===== config.mk =====
export PLATFORM = sky130hd
export DESIGN_NAME = display_placar
export DESIGN_NICKNAME = d
export VERILOG_FILES = /design/src/rtl/display_placar.sv
export SDC_FILE = /design/constraint.sdc
export NUM_CORES = 1
export LEC_CHECK = 0
export CORE_MARGIN = 2
export CORE_UTILIZATION = 45
export DETAILED_ROUTE_END_ITERATION = 16
export PLACE_DENSITY_LB_ADDON = 0.2
export SYNTH_ARGS = -nofsm -noshare
export SYNTH_HDL_FRONTEND = slang
export SYNTH_SLANG_ARGS = --single-unit

===== constraint.sdc =====
create_clock -name clock -period 5.92 [get_ports clock]
set_input_delay 0.888 -clock clock [delete_from_list [all_inputs] [get_ports clock]]
set_output_delay 0.888 -clock clock [all_outputs]
set_load 0.01 [all_outputs]

===== src/rtl/display_placar.sv =====
// display_placar: shot-clock / score output stage.
// Drives a 4-digit multiplexed common-anode 7-segment display and stretches
// the buzzer level into a fixed-length audible pulse.
// Ports:
//   clock       system clock (rising edge)
//   reset       asynchronous, active-high reset
//   cronometro  shot-clock seconds 0..31  -> digits 1:0
//   pontos      team score 0..127         -> digits 3:2 (>=100 shows dashes)
//   buzzer_in   buzzer level, synchronous to clock
//   apagar      1 = all anodes off while scanning continues
//   segmentos   segments g..a, active-low, registered
//   anodos      digit enables, active-low, bit0 = shot-clock units, registered
//   buzzer_out  stretched buzzer drive, registered
module display_placar #(
  parameter int REFRESH_DIV = 50000,    // cycles each digit stays lit (>= 2)
  parameter int BUZZER_HOLD = 25000000  // buzzer_out length in cycles (>= 1)
) (
  input  logic       clock,
  input  logic       reset,
  input  logic [4:0] cronometro,
  input  logic [6:0] pontos,
  input  logic       buzzer_in,
  input  logic       apagar,
  output logic [6:0] segmentos,
  output logic [3:0] anodos,
  output logic       buzzer_out
);

  localparam int RW = $clog2(REFRESH_DIV);
  localparam int BW = $clog2(BUZZER_HOLD + 1);

  localparam logic [RW-1:0] REF_LAST = RW'(REFRESH_DIV - 1);
  localparam logic [BW-1:0] HOLD_VAL = BW'(BUZZER_HOLD);

  localparam logic [6:0] SEG_BLANK = 7'b1111111;
  localparam logic [6:0] SEG_DASH  = 7'b0111111;

  // Active-low g..a pattern for one decimal digit; codes 10..15 never occur
  // and are shown blank.
  function automatic logic [6:0] seg7(input logic [3:0] d);
    logic [6:0] s;
    case (d)
      4'd0:    s = 7'b1000000;
      4'd1:    s = 7'b1111001;
      4'd2:    s = 7'b0100100;
      4'd3:    s = 7'b0110000;
      4'd4:    s = 7'b0011001;
      4'd5:    s = 7'b0010010;
      4'd6:    s = 7'b0000010;
      4'd7:    s = 7'b1111000;
      4'd8:    s = 7'b0000000;
      4'd9:    s = 7'b0010000;
      default: s = SEG_BLANK;
    endcase
    return s;
  endfunction

  // ---------------------------------------------------------------------
  // State
  // ---------------------------------------------------------------------
  logic [RW-1:0] ref_q,       ref_d;
  logic [1:0]    idx_q,       idx_d;
  logic [4:0]    snap_cron_q, snap_cron_d;
  logic [6:0]    snap_pts_q,  snap_pts_d;
  logic          first_q,     first_d;     // set in reset: capture on first live cycle
  logic [6:0]    seg_q,       seg_d;
  logic [3:0]    an_q,        an_d;
  logic [BW-1:0] buz_cnt_q,   buz_cnt_d;
  logic          buz_prev_q,  buz_prev_d;
  logic          buz_out_q,   buz_out_d;

  // ---------------------------------------------------------------------
  // Refresh scan and snapshot
  // ---------------------------------------------------------------------
  logic wrap;
  logic capture;

  always_comb begin
    wrap    = (ref_q == REF_LAST);
    ref_d   = wrap ? '0 : ref_q + 1'b1;
    idx_d   = wrap ? idx_q + 2'd1 : idx_q;
    first_d = 1'b0;
    // Sample only at the start of a scan so all four digits come from the
    // same values and a scan never shows a torn number.
    capture     = first_q | (wrap & (idx_q == 2'd3));
    snap_cron_d = capture ? cronometro : snap_cron_q;
    snap_pts_d  = capture ? pontos     : snap_pts_q;
  end

  // ---------------------------------------------------------------------
  // Binary-to-BCD and digit selection
  // ---------------------------------------------------------------------
  logic [3:0] sc_tens, sc_units, pt_tens, pt_units;
  logic       pts_over;
  logic [6:0] seg_sel;

  always_comb begin
    // Constant divisors on 5/7-bit operands reduce to small lookup logic.
    sc_tens  = 4'(snap_cron_q / 5'd10);
    sc_units = 4'(snap_cron_q % 5'd10);
    pt_tens  = 4'(snap_pts_q / 7'd10);
    pt_units = 4'(snap_pts_q % 7'd10);
    pts_over = (snap_pts_q >= 7'd100);

    seg_sel = SEG_BLANK;
    case (idx_q)
      2'd0: seg_sel = seg7(sc_units);
      2'd1: seg_sel = (snap_cron_q < 5'd10) ? SEG_BLANK : seg7(sc_tens);
      2'd2: seg_sel = pts_over ? SEG_DASH : seg7(pt_units);
      2'd3: begin
        if (pts_over)                seg_sel = SEG_DASH;
        else if (snap_pts_q < 7'd10) seg_sel = SEG_BLANK;
        else                         seg_sel = seg7(pt_tens);
      end
      default: seg_sel = SEG_BLANK;
    endcase

    // Segments keep following the scan while blanked so that releasing
    // apagar shows the right digit immediately.
    seg_d = seg_sel;
    an_d  = apagar ? 4'b1111 : ~(4'b0001 << idx_q);
  end

  // ---------------------------------------------------------------------
  // Buzzer stretcher
  // ---------------------------------------------------------------------
  logic buz_rise;

  always_comb begin
    buz_rise   = buzzer_in & ~buz_prev_q;
    buz_prev_d = buzzer_in;
    // A new rising edge reloads even mid-pulse, extending it; a held level
    // produces only the one edge.
    if (buz_rise)                buz_cnt_d = HOLD_VAL;
    else if (buz_cnt_q != '0)    buz_cnt_d = buz_cnt_q - 1'b1;
    else                         buz_cnt_d = buz_cnt_q;
    buz_out_d = (buz_cnt_d != '0);
  end

  // ---------------------------------------------------------------------
  // Registers
  // ---------------------------------------------------------------------
  always_ff @(posedge clock or posedge reset) begin
    if (reset) begin
      ref_q       <= '0;
      idx_q       <= 2'd0;
      snap_cron_q <= 5'd0;
      snap_pts_q  <= 7'd0;
      first_q     <= 1'b1;
      seg_q       <= SEG_BLANK;
      an_q        <= 4'b1111;
      buz_cnt_q   <= '0;
      buz_prev_q  <= 1'b0;
      buz_out_q   <= 1'b0;
    end else begin
      ref_q       <= ref_d;
      idx_q       <= idx_d;
      snap_cron_q <= snap_cron_d;
      snap_pts_q  <= snap_pts_d;
      first_q     <= first_d;
      seg_q       <= seg_d;
      an_q        <= an_d;
      buz_cnt_q   <= buz_cnt_d;
      buz_prev_q  <= buz_prev_d;
      buz_out_q   <= buz_out_d;
    end
  end

  assign segmentos  = seg_q;
  assign anodos     = an_q;
  assign buzzer_out = buz_out_q;

endmodule


==> results.py <==
metrics = {
    "cells_and_area": {
        "nNetsFinal": 592,
        "area_growth_pct": 12.4,
        "n_antenna_cell": 0,
        "utilization_pct": 51.7,
        "stdcell_count": 691,
        "drive_gt1_share_pct": 9.37,
    },
    "pwr": {
        "total_leakage_power_nw": 2.15,
        "finalPower_mw": 1.60,
        "power_density_mw_per_mm2": 302,
        "ir_drop_uv": 146,
    },
    "yosys": {
        "yosysSeqAreaShare_pct": 37.0,
        "synth-main-ff-cell": "dfrtp_1",
        "syn_area_sq_mm": 0.00470,
        "synth_cells": 534,
        "synth-edff-count": 0,
        "synthDistinctLibCells": 65,
        "ys_async_sr_fraction_pct": 100,
        "yosys_register_bits": 69,
        "syn-num-nets": 576,
        "synth.avg_cell_area_sq_um": 8.81,
        "yosysWarnings": 0,
    },
    "global_routing": {
        "grt_max_degree": 70,
        "grt_use_total_pct": 19.8,
        "grt_pass1_wl_microns": 18300,
        "busiest_layer": "met2",
        "antenna_found_initial": 0,
        "grt_util_met3_pct": 3.31,
        "use_met1_pct": 28.3,
        "grt_pass1_vias": 3858,
        "gr-total-overflow": 0,
        "met2_usage_pct": 31.0,
    },
    "clocking": {
        "postCtsHoldBufs": 0,
        "h-tree-depth": 3,
        "cts_made_buffers": 9,
        "clock_latency_ns": 0.34,
        "cts_tree": "built",
        "cts.sinks": 69,
        "clkTransAtPathRegs_ns": 0.07,
        "clk_path_buf_depth": 2,
        "cts_setup_buffers": 0,
        "clockRootBuffer": "clkbuf_8",
        "ctsResizeCount": 0,
    },
    "sta": {
        "rsz0062_at_grt": "no",
        "worst_hold_slack_ns": 0.471,
        "period_share_pct": 83.7,
        "report.final.slew_viol_count": 0,
        "period_minus_slack_ns": 4.96,
        "finalHoldViolations": 0,
        "finalSetupTns_ns": 0,
        "fin_skew_ns": 0.00810,
        "slew_headroom_pct": 30.7,
        "fmax_mhz": 202,
        "worst_pin_slew_ns": 1.03,
        "setup_viol": 0,
    },
    "floorplan": {
        "ios": 28,
        "die-area_sq_mm": 0.0113,
        "coreArea_sq_mm": 0.0102,
        "num_rows": 37,
        "die_x_microns": 106,
        "die_h_microns": 106,
        "initial_utilization_pct": 46.0,
    },
    "critical_path": {
        "crit_type": "register to register",
        "cpPeakStageDelay_ns": 0.85,
        "cp_slowest_cell": "a41oi_1",
        "cp_cell_sequence": "inv_1 > a311o_1 > a222oi_1 > ha_1 > inv_1 > a211oi_1 > o31ai_1 > a41oi_1 > xnor2_1 > inv_1 > ha_1 > inv_1 > a21boi_0 > o31ai_1 > a31oi_1",
        "cp_data_required_time_ns": 6.18,
        "crit_path_end_kind": "register",
        "cp_num_buf_inv": 4,
        "worst-path-max-fanout": 22,
        "startpoint_type": "register",
        "cp_top_family": "compound AO/OA/AOI/OAI gates",
        "crit_path_frequent_cell": "inv_1",
        "crit_arrival_ns": 5.22,
    },
    "detailed_routing": {
        "vias_per_cell": 5.77,
        "dr.pass1.iters": 6,
        "drc": 0,
        "via_count": 3986,
        "detail-route-antenna-nets": 0,
        "dr.first_iter.drc_count": 166,
        "wirelength_microns": 10500,
        "avgRoutedWirePerCell_microns": 15.1,
    },
    "place": {
        "io_buffers": 27,
        "hpwl_microns": 7360,
        "placedCellCount": 675,
        "routabilityCongestion": 0.878,
    },
    "worst_hold_path": {
        "hp-class": "register to register",
    },
    "status": {
        "status": "finished clean",
    },
    "flow_run": {
        "drv_cap": 0,
    },
}
[layer usage]
layer  part of all wire, %  vias up  routed length [microns]
met5                     0        -                        0
met4                   1.4        0                      146
met3                   4.0       15                      413
met2                    45       97                     4730
met1                    49     1921                     5160
li1                      -     1953                        -
[registers in the layout, indices dropped and copies added (netlist names), 2 cells and up]
name         count
idx_q            2
anodos           4
snap_pts_q       7
snap_cron_q      5
ref_q           16
segmentos        7
buz_cnt_q       25
[kinds of logic (layout without fill, tap and decap cells)]
group	Yosys count	after routing	synth area share (%)
buffers and inverters	57	78	4.73
adders and majority gates	26	26	6.91
muxes	19	19	4.36
DFF	69	69	37.0
other	1	1	0.0797
AOI/OAI and AO/OA	126	126	17.9
and+or+nand+nor	201	201	22.5
xor gates and xnor gates	35	35	6.52
[layout by cell type, fill, tap and decap left out, types with 10 or more instances in the layout]
cell type / n
dfrtp_1: 57
nor2_1: 44
nand2_1: 36
o21ai_0: 36
inv_1: 31
clkdlybuf4s50_1: 27
ha_1: 26
nand3_1: 24
a21oi_1: 19
xnor2_1: 18
nor3_1: 17
xor2_1: 17
mux2_2: 12
nand2b_1: 12
or3_1: 12
dfstp_2: 12
clkbuf_8: 11
nor2b_1: 10
[power by group]
| part | internal (mW) | leakage [nW] | switching (mW) |
|---|---|---|---|
| Combinational | 0.237 | 1.23 | 0.303 |
| Sequential | 0.547 | 0.803 | 0.0710 |
| Clock | 0.259 | 0.116 | 0.179 |
| Total | 1.04 | 2.15 | 0.553 |
[synthesized netlist by cell type, types with 17 or more instances]
| library cell | count | area, sq um |
|---|---|---|
| dfrtp_1 | 57 | 1430 |
| nor2_1 | 44 | 165 |
| nand2_1 | 36 | 135 |
| o21ai_0 | 36 | 180 |
| inv_1 | 32 | 120 |
| ha_1 | 26 | 325 |
| nand3_1 | 24 | 120 |
| clkbuf_1 | 21 | 78.8 |
| a21oi_1 | 19 | 95.1 |
| xnor2_1 | 18 | 158 |
| nor3_1 | 17 | 85.1 |
| xor2_1 | 17 | 149 |
[final timing paths]
| check | startpoint | end | slack (ns) | cells after the start |
|---|---|---|---|---|
| setup / recovery | snap_pts_q[5] | segmentos[3] | 0.96 | 15 |
| hold / removal | ref_q[0] | ref_q[0] | 0.47 | 1 |
| setup reg to reg | snap_pts_q[5] | segmentos[3] | 0.96 | 15 |
| hold reg to reg | ref_q[0] | ref_q[0] | 0.47 | 1 |
| max in group asynchronous | reset | buz_prev_q | 4.21 | 3 |
| min in group asynchronous | reset | buz_cnt_q[22] | 1.11 | 3 |
[through the flow]
| stage | setup slack [ns] | area (sq um) |
|---|---|---|
| 2_1_floorplan | 1.72 | 4700 |
| 5_1_grt | 0.444 | 5290 |
| 3_5_place_dp | 1.05 | 5060 |
| 3_3_place_gp | 1.24 | 5060 |
| 6_report | 0.962 | 5290 |
| 4_1_cts | 1.03 | 5290 |
[final cells by class]
cell class                 count  area [sq um]
timing repair buffer          30           293
clock buffer                  12           155
sequential                    69          1740
clock inverter                 4          70.1
inverter                      32           120
tap                          136           170
fill                         943          4940
multi-input combinational    408          2740
No activity file was read; power rests on OpenSTA's default activity.
